$ cat src/rtl/graphics_draw_scheduler_pkg.sv
// Shared types and constants for the graphics draw scheduler.
// State encoding, asset index width and default timing values.
package graphics_draw_scheduler_pkg;

  localparam int ASSET_W            = 3;
  localparam int DEF_NUM_ASSETS     = 8;
  localparam int DEF_REFRESH_CYCLES = 5000000;
  localparam int DEF_TIMEOUT_CYCLES = 8191;

  typedef enum logic [2:0] {
    ST_IDLE    = 3'd0,
    ST_ERASE   = 3'd1,
    ST_SELECT  = 3'd2,
    ST_UPGRADE = 3'd3,
    ST_MONEY   = 3'd4
  } state_t;

endpackage

$ cat src/rtl/graphics_draw_scheduler_draw_priority_pick.sv
// Lowest-set-bit finder over the pending upgrade bitmap.
// Returns the index of the lowest pending building and a valid flag.
module draw_priority_pick #(
  parameter int N     = 8,
  parameter int IDX_W = 3
) (
  input  logic [N-1:0]     pend,
  output logic [IDX_W-1:0] idx,
  output logic             valid
);

  // Scan from the top down so the lowest set bit is the last one written.
  always_comb begin
    idx   = '0;
    valid = 1'b0;
    for (int i = N - 1; i >= 0; i--) begin
      if (pend[i]) begin
        idx   = IDX_W'(i);
        valid = 1'b1;
      end
    end
  end

endmodule

$ cat src/rtl/graphics_draw_scheduler.sv
// Serialises selection, upgrade and money draw requests into one datapath
// command at a time, with completion handshake, watchdog and money refresh.
module graphics_draw_scheduler
  import graphics_draw_scheduler_pkg::*;
#(
  parameter int NUM_ASSETS     = DEF_NUM_ASSETS,
  parameter int REFRESH_CYCLES = DEF_REFRESH_CYCLES,
  parameter int TIMEOUT_CYCLES = DEF_TIMEOUT_CYCLES
) (
  input  logic               clock,
  input  logic               reset,
  input  logic               sel_req,
  input  logic [ASSET_W-1:0] sel_asset,
  input  logic               upg_req,
  input  logic [ASSET_W-1:0] upg_asset,
  input  logic               money_req,
  input  logic               draw_done,
  output logic               drawSelection,
  output logic               drawUpgrade,
  output logic               drawMoney,
  output logic               black,
  output logic [7:0]         selectedAsset,
  output logic               busy,
  output logic               timeout_err
);

  localparam int WD_W = $clog2(TIMEOUT_CYCLES + 1);
  localparam logic [WD_W-1:0] WD_LAST = WD_W'(TIMEOUT_CYCLES - 1);
  localparam logic [31:0] REFRESH_LAST = 32'((REFRESH_CYCLES > 0) ? REFRESH_CYCLES - 1 : 0);

  state_t state, state_next;

  logic                  pend_sel, pend_erase, pend_money;
  logic [NUM_ASSETS-1:0] pend_upg, upg_set, upg_clr;
  logic [ASSET_W-1:0]    cur_asset, cmd_asset, drawn_asset, upg_idx;
  logic                  drawn_valid, upg_valid;
  logic                  take_erase, take_sel, take_upg, take_money, timeout_hit;
  logic [31:0]           refresh_cnt;
  logic                  refresh_hit;
  logic [WD_W-1:0]       wd_cnt;

  draw_priority_pick #(
    .N     (NUM_ASSETS),
    .IDX_W (ASSET_W)
  ) u_pick (
    .pend  (pend_upg),
    .idx   (upg_idx),
    .valid (upg_valid)
  );

  assign refresh_hit = (REFRESH_CYCLES != 0) && (refresh_cnt == REFRESH_LAST);

  always_comb begin
    upg_set = '0;
    upg_clr = '0;
    for (int i = 0; i < NUM_ASSETS; i++) begin
      if (upg_req && (upg_asset == ASSET_W'(i))) upg_set[i] = 1'b1;
      if (take_upg && (upg_idx == ASSET_W'(i))) upg_clr[i] = 1'b1;
    end
  end

  always_ff @(posedge clock) begin
    if (reset) state <= ST_IDLE;
    else       state <= state_next;
  end

  // draw_done has precedence over a watchdog expiry in the same cycle.
  always_comb begin
    state_next  = state;
    take_erase  = 1'b0;
    take_sel    = 1'b0;
    take_upg    = 1'b0;
    take_money  = 1'b0;
    timeout_hit = 1'b0;
    case (state)
      ST_IDLE: begin
        if (pend_erase) begin
          state_next = ST_ERASE;
          take_erase = 1'b1;
        end else if (pend_sel) begin
          state_next = ST_SELECT;
          take_sel   = 1'b1;
        end else if (upg_valid) begin
          state_next = ST_UPGRADE;
          take_upg   = 1'b1;
        end else if (pend_money) begin
          state_next = ST_MONEY;
          take_money = 1'b1;
        end
      end
      default: begin
        if (draw_done) begin
          state_next = ST_IDLE;
        end else if (wd_cnt == WD_LAST) begin
          state_next  = ST_IDLE;
          timeout_hit = 1'b1;
        end
      end
    endcase
  end

  assign drawSelection = (state == ST_ERASE) || (state == ST_SELECT);
  assign black         = (state == ST_ERASE);
  assign drawUpgrade   = (state == ST_UPGRADE);
  assign drawMoney     = (state == ST_MONEY);
  assign busy          = (state != ST_IDLE);
  assign selectedAsset = {{(8 - ASSET_W){1'b0}}, cmd_asset};

  // A new selection while the box is being drawn must erase that box first.
  always_ff @(posedge clock) begin
    if (reset) begin
      pend_sel    <= 1'b0;
      pend_erase  <= 1'b0;
      pend_money  <= 1'b0;
      pend_upg    <= '0;
      cur_asset   <= '0;
      cmd_asset   <= '0;
      drawn_asset <= '0;
      drawn_valid <= 1'b0;
      refresh_cnt <= '0;
      wd_cnt      <= '0;
      timeout_err <= 1'b0;
    end else begin
      if (sel_req) begin
        cur_asset  <= sel_asset;
        pend_sel   <= 1'b1;
        pend_erase <= drawn_valid || (state == ST_SELECT);
      end else begin
        if (take_sel)   pend_sel   <= 1'b0;
        if (take_erase) pend_erase <= 1'b0;
      end

      pend_upg <= (pend_upg & ~upg_clr) | upg_set;

      if (money_req || refresh_hit) pend_money <= 1'b1;
      else if (take_money)          pend_money <= 1'b0;

      if (refresh_hit || (REFRESH_CYCLES == 0)) refresh_cnt <= '0;
      else                                      refresh_cnt <= refresh_cnt + 32'd1;

      if (take_erase)    cmd_asset <= drawn_asset;
      else if (take_sel) cmd_asset <= cur_asset;
      else if (take_upg) cmd_asset <= upg_idx;

      if ((state == ST_SELECT) && draw_done) begin
        drawn_asset <= cmd_asset;
        drawn_valid <= 1'b1;
      end

      if (state == ST_IDLE) wd_cnt <= '0;
      else                  wd_cnt <= wd_cnt + WD_W'(1);

      if (timeout_hit) timeout_err <= 1'b1;
    end
  end

endmodule

$ cat config.mk
export PLATFORM = sky130hd
export DESIGN_NAME = graphics_draw_scheduler
export DESIGN_NICKNAME = d
export VERILOG_FILES = /design/src/rtl/graphics_draw_scheduler_pkg.sv /design/src/rtl/graphics_draw_scheduler_draw_priority_pick.sv /design/src/rtl/graphics_draw_scheduler.sv
export SDC_FILE = /design/constraint.sdc
export NUM_CORES = 1
export LEC_CHECK = 0
export CORE_ASPECT_RATIO = 1.75
export CORE_MARGIN = 1.5
export CORE_UTILIZATION = 35
export CTS_CLUSTER_SIZE = 28
export DETAILED_ROUTE_END_ITERATION = 6
export SYNTH_ARGS = -nofsm -noshare
export SYNTH_HDL_FRONTEND = slang
export SYNTH_HIERARCHICAL = 1
export SYNTH_SLANG_ARGS = --single-unit
export TNS_END_PERCENT = 30
$ cat constraint.sdc
create_clock -name clock -period 1.9 [get_ports clock]
set_clock_uncertainty 0.15 [all_clocks]
set_input_delay 0.19 -clock clock [delete_from_list [all_inputs] [get_ports clock]]
set_output_delay 0.19 -clock clock [all_outputs]
set_load 0.05 [all_outputs]
Word-level counts from Yosys, hierarchy flattened
Cells that the tools add are included.
- $add $sub $neg: 2
- equal/unequal tests: 21
- mux-type cells: 65
- bitwise logic cells: 3
- reduce and logical (&&, ||, !) cells: 32
- operators with widths (cell ; number):
    2-to-1 mux 3 bit ; 18
    2-to-1 mux 1 bit ; 47
    adder 32 x 1 -> 32 bit, second input constant ; 1
    equality test 32 x 23 -> 1 bit, second input constant ; 1
    equality test 3 bit, second input constant ; 9
    equality test 3 x 2 -> 1 bit, second input constant ; 6
    logical AND 1 bit ; 17
    adder 13 x 1 -> 13 bit, second input constant ; 1
    equality test 13 bit, second input constant ; 1
    equality test 3 x 1 -> 1 bit, second input constant ; 3
    zero test 3 bit ; 3
    nonzero test 3 bit ; 3
    bitwise AND 8 bit ; 1
    inverter 8 bit ; 1
    OR 8 bit ; 1
    nonzero test 2 bit ; 3
    inequality test 5 x 4 -> 1 bit, second input constant ; 1
    OR reduction 2 bit ; 2
    logical OR 1 bit ; 3
    AND reduction 2 bit ; 1
- flip-flop bits (word level): 70
- input bits: 12
- output and inout bits: 14
- logic and storage cells: 135

Logic depth before layout (Yosys ltp)
- depth in word-level cells: 17
- gate-level depth with buffers: 7

Hierarchy
The synthesis kept the hierarchy.
- modules (own cells, without submodules) (module ; times used ; cells each ; area each (µm²) ; sequential area each (µm²)):
    graphics_draw_scheduler ; 1 ; 381 ; 3345.7 ; 1401.3
    draw_priority_pick ; 1 ; 13 ; 80.1 ; 0.0

Worst setup path after synthesis
OpenSTA, ideal clock, no wires.
- path type: reg2reg
- start point: register refresh_cnt[0]
- end point: register refresh_cnt[22]
- setup time: 0.066 ns
- arrival time: 1.917 ns
- required time: 1.684 ns
- slack: -0.233 ns
- stages on the path, launching flop included: 7
- period minus slack after synthesis: 2.133 ns
- cell sequence: dfxtp_1 -> ha_1 -> nand3_2 -> or4_1 -> buf_2 -> or3_1 -> a21oi_2
- word-level cells in the longest chain between the ends: 2
- elaborated cells between the ends (all ways): 3
- classes of those cells: add/sub: 1; eq/ne: 1; reduce/logical: 1
- ends and longest elaborated chain (element ; line ; text):
    from (decl) ; graphics_draw_scheduler.sv:38 ; logic [31:0] refresh_cnt;
    from (signal assigned) ; graphics_draw_scheduler.sv:139 ; else refresh_cnt <= refresh_cnt + 32'd1;
    branches (longest 2 deep; another with adder 32 x 1 -> 32 bit) ; n/a ;
Several ways; the timed one is not identified.
A chain may end at the register's enable or synchronous reset.

Worst setup path after layout
- start point: register refresh_cnt[15]
- end point: register refresh_cnt[29]
The elaborated chain is that of the path after synthesis.

==> summary.md <==
For the amount of wire on met2 after detailed routing, the log shows 4.64 mm. For the CTS sink count, the log shows 70. After detailed routing, the number of vias per cell comes to 5.30. The die is 134 um tall.

The tools report the maximum root-to-sink buffer count as 2. The run finished, with violations left. The tools report the H-tree level count as 3.

Across the run, the number of max-cap violations was 0. Of all cell types, the one taking the most synthesized area is dfxtp_1. The largest net degree at the start of global routing was 25; the final worst setup slack was -0.236 ns.

At the placement stage, the worst setup path has a slack of -0.222 ns. 0 antenna diodes ended up in the layout. Setup violations remaining at the end of the flow were counted as 32. Global routing finished with a remaining overflow of 0. The clock-pin slew on the worst setup and hold paths was 0.05 ns; the critical path required time was 1.96 ns. STA puts the critical path data arrival time at 2.20 ns. For this design, the CTS-stage hold fixing added 0 buffers. The peak clock frequency supported by timing is 468 MHz.

At the end of routability-driven placement, the weighted congestion stood at 0.810. The sequential element share of the synthesized area was 0.409. DRC violation total after the first TritonRoute iteration: 151.

The tree is rooted in a clkbuf_16. The area fraction of the dominant cell type after synthesis works out to 0.409. The analysis attributes to cell leakage a power of 1.49 nW. Leaving out filler cells and counting taps, the final layout contains 581. For this run, design rule violations remaining after detail routing come to 0. TritonCTS built the clock tree. The via count of the first global-routing pass is 3,068. Counting the fill cells in the layout gives 918. The count of cell types in the netlist is 50. The largest individual stage delay along the critical path comes from the cell or4b_4. Of all nets on the critical path, the largest fanout is 16. Die footprint: 0.0104 mm^2.

The run gives 26 as the number of top-level design ports. The detail route stage leaves a number of antenna-violating nets equal to 0. The core region is 0.00947 mm^2.

After floorplanning, the core was divided into 47 placement rows. The critical path crosses 5 cells after its start point. The share of synthesized flip-flops with an asynchronous set or reset is 0, and the number of slew-limit violations in the final report is 0. The clock network latency to the later pin of the worst-skew pair came out at 0.33 ns.

Traced cell by cell, the critical path runs through or4b_4, or4_4, o31ai_4, buf_12, a21oi_2. In this run, synthesis produced a sequential element count of 70. The worst hold path was traced through 2 stages. Among cell families on the critical path, the largest total delay comes from simple AND/OR/NAND/NOR gates.

The final layout contains routed wiring with a total length of 8.52 mm. STA classifies the critical path endpoint as a register. Prevailing post-synth register cell: dfxtp_1. By count the netlist is led by 70 x dfxtp_1, 37 x nor2_1, 22 x nand2_1, 20 x xnor2_1.

The TritonCTS buffer count came out at 9. The global-route wire length before repair was 13.9 mm. The most frequent cell after synthesis is dfxtp_1. In this run, synthesis inferred 0 flip-flops with an integrated enable. In this run the top signal layer used is met4. Type of the setup path with the least slack: register to register.

Final core area utilization: 0.469. In this design, the stage delay of the slowest critical-path cell is 0.54 ns. The HPWL reported at the end of detailed placement is 6.07 mm.

Share of the clock period used by the worst path: 1.12. Once placement completed, the tool counted placed cells totaling 564. Setup repair after global routing could not meet its margin everywhere. The routed design uses 260 um of met3 wire. For the combined flip-flop and latch cell area, the log shows 0.00140 mm^2. The area growth from synthesis to final layout works out to 29.7%. After detailed routing, the average wire length per cell comes to 14.7 um.

Measured in cells, the most critical reg-to-reg path has a length of 5. Power spread over the standard cell area amounts to 897 mW/mm^2. Buffers added to address setup during post-CTS repair amount to 0. The worst IR drop on VDD is 0.598 mV.

The run gives 0 as the final hold violation count. The share of cells above drive strength 1 was 0.251; the overall track demand over capacity in global routing was 0.170. The tools report the number of nets at the end of the flow as 469. The initial core utilization came out at 0.362. The checks that failed: negative setup slack. Kind of launch point of the worst setup path: a register.

After synthesis the cells add up to 0.00343 mm^2. The time the final worst path needs with I/O delays and setup works out to 2.14 ns. In this run the tool buffered the top-level ports with 20 buffer cells. The final route contains 3,077 vias. The min-delay analysis places its worst path in the category input port to register. The first-pass detailed-route iteration total is 4, and the number of buffer and inverter instances along the worst setup path is 1.

The instance count of the mapped netlist was 394. By area the synthesized netlist is led by dfxtp_1 41%, xnor2_1 5.1%, a21oi_2 4.1%. The logs give 3.33 mm for the routed length on met1 and 6 for the total of warnings raised by yosys.

Dividing the synthesized area by the synthesized cell count gives 8.69 um^2. The die width came out at 77.8 um. Summing all multi-input logic gate instances after layout gives 0.00195 mm^2.

The initial antenna violation count was 0; the setup slack on the worst flop-to-flop path was -0.24 ns.
==> routing by layer <==
layer / up-vias / track usage
met5: - / 0
met2: 49 / 0.310
li1: 1545 / -
met3: 23 / 0.0456
met1: 1460 / 0.170
met4: 0 / 0.0980
==> state kept, by name (all words and copies together) (netlist names) <==
| name | count |
|---|---|
| refresh_cnt | 32 |
| wd_cnt | 13 |
| pend_upg | 8 |
| cmd_asset | 3 |
| cur_asset | 3 |
| drawn_asset | 3 |
| state | 3 |
| drawn_valid | 1 |
| pend_erase | 1 |
| pend_money | 1 |
| pend_sel | 1 |
| timeout_err | 1 |
==> power breakdown <==
group	leakage [nW]	total [mW]	switching, mW	internal (mW)
registers	0.568	1.58	0.0567	1.53
logic	0.775	0.696	0.421	0.275
clock network	0.146	1.70	0.617	1.09
total	1.49	3.98	1.09	2.89
==> worst paths after layout <==
path                                       from              end
worst max register to register  refresh_cnt[15]  refresh_cnt[29]
worst min register to register      drawn_valid      drawn_valid
worst min-delay path                      reset      timeout_err
worst max-delay path            refresh_cnt[15]  refresh_cnt[29]
==> placed cells by master (no fill, tap or decap), drive strengths merged, types with 15 or more instances in the layout <==
cell type / netlist / routed
nor2: 51 / 51
a21oi: 33 / 33
dfxtp: 70 / 70
nand4: 16 / 16
buf: 9 / 50
xnor2: 20 / 20
clkdlybuf4s50: 0 / 15
o21ai: 19 / 19
nand2: 22 / 22
nand3: 20 / 20
==> through the flow <==
| step | TNS, ns | total power [mW] | hold WS, ns | area, um^2 |
|---|---|---|---|---|
| after floorplan | -3.36 | 2.04 | 0.187 | 3470 |
| after global placement | -6.65 | 2.29 | 0.302 | 4080 |
| after detailed placement | -6.70 | 2.30 | 0.311 | 4080 |
| after CTS | -7.01 | 4.01 | 0.304 | 4400 |
| after global routing | -8.11 | 4.14 | 0.332 | 4440 |
| final | -6.89 | 3.98 | 0.313 | 4440 |
==> layout make-up <==
cell class | count | share of cell area
multi-input cells | 296 | 0.439
flip-flops and latches | 70 | 0.316
repair buffers | 65 | 0.132
clock buffers | 13 | 0.0586
well taps | 122 | 0.0344
inverters | 12 | 0.0101
clock inverters | 3 | 0.00957
==> repair_timing <==
action	CTS	global route
resized for setup	3	6
gates cloned	0	1
endpoints found under the setup margin	32	40
pin swaps	5	3
==> cells by family after synthesis <==
family                   Yosys count  share of synthesized area
AND/OR/NAND/NOR                  180                      0.297
AO/OA/AOI/OAI                     75                      0.150
flip-flops                        70                      0.409
buffers and inverters             33                     0.0486
XOR/XNOR                          26                     0.0665
multiplexers                       6                     0.0175
adder cells (fa/ha/maj)            3                     0.0110
other                              1                    0.00109
No activity file was read; power rests on OpenSTA's default activity.
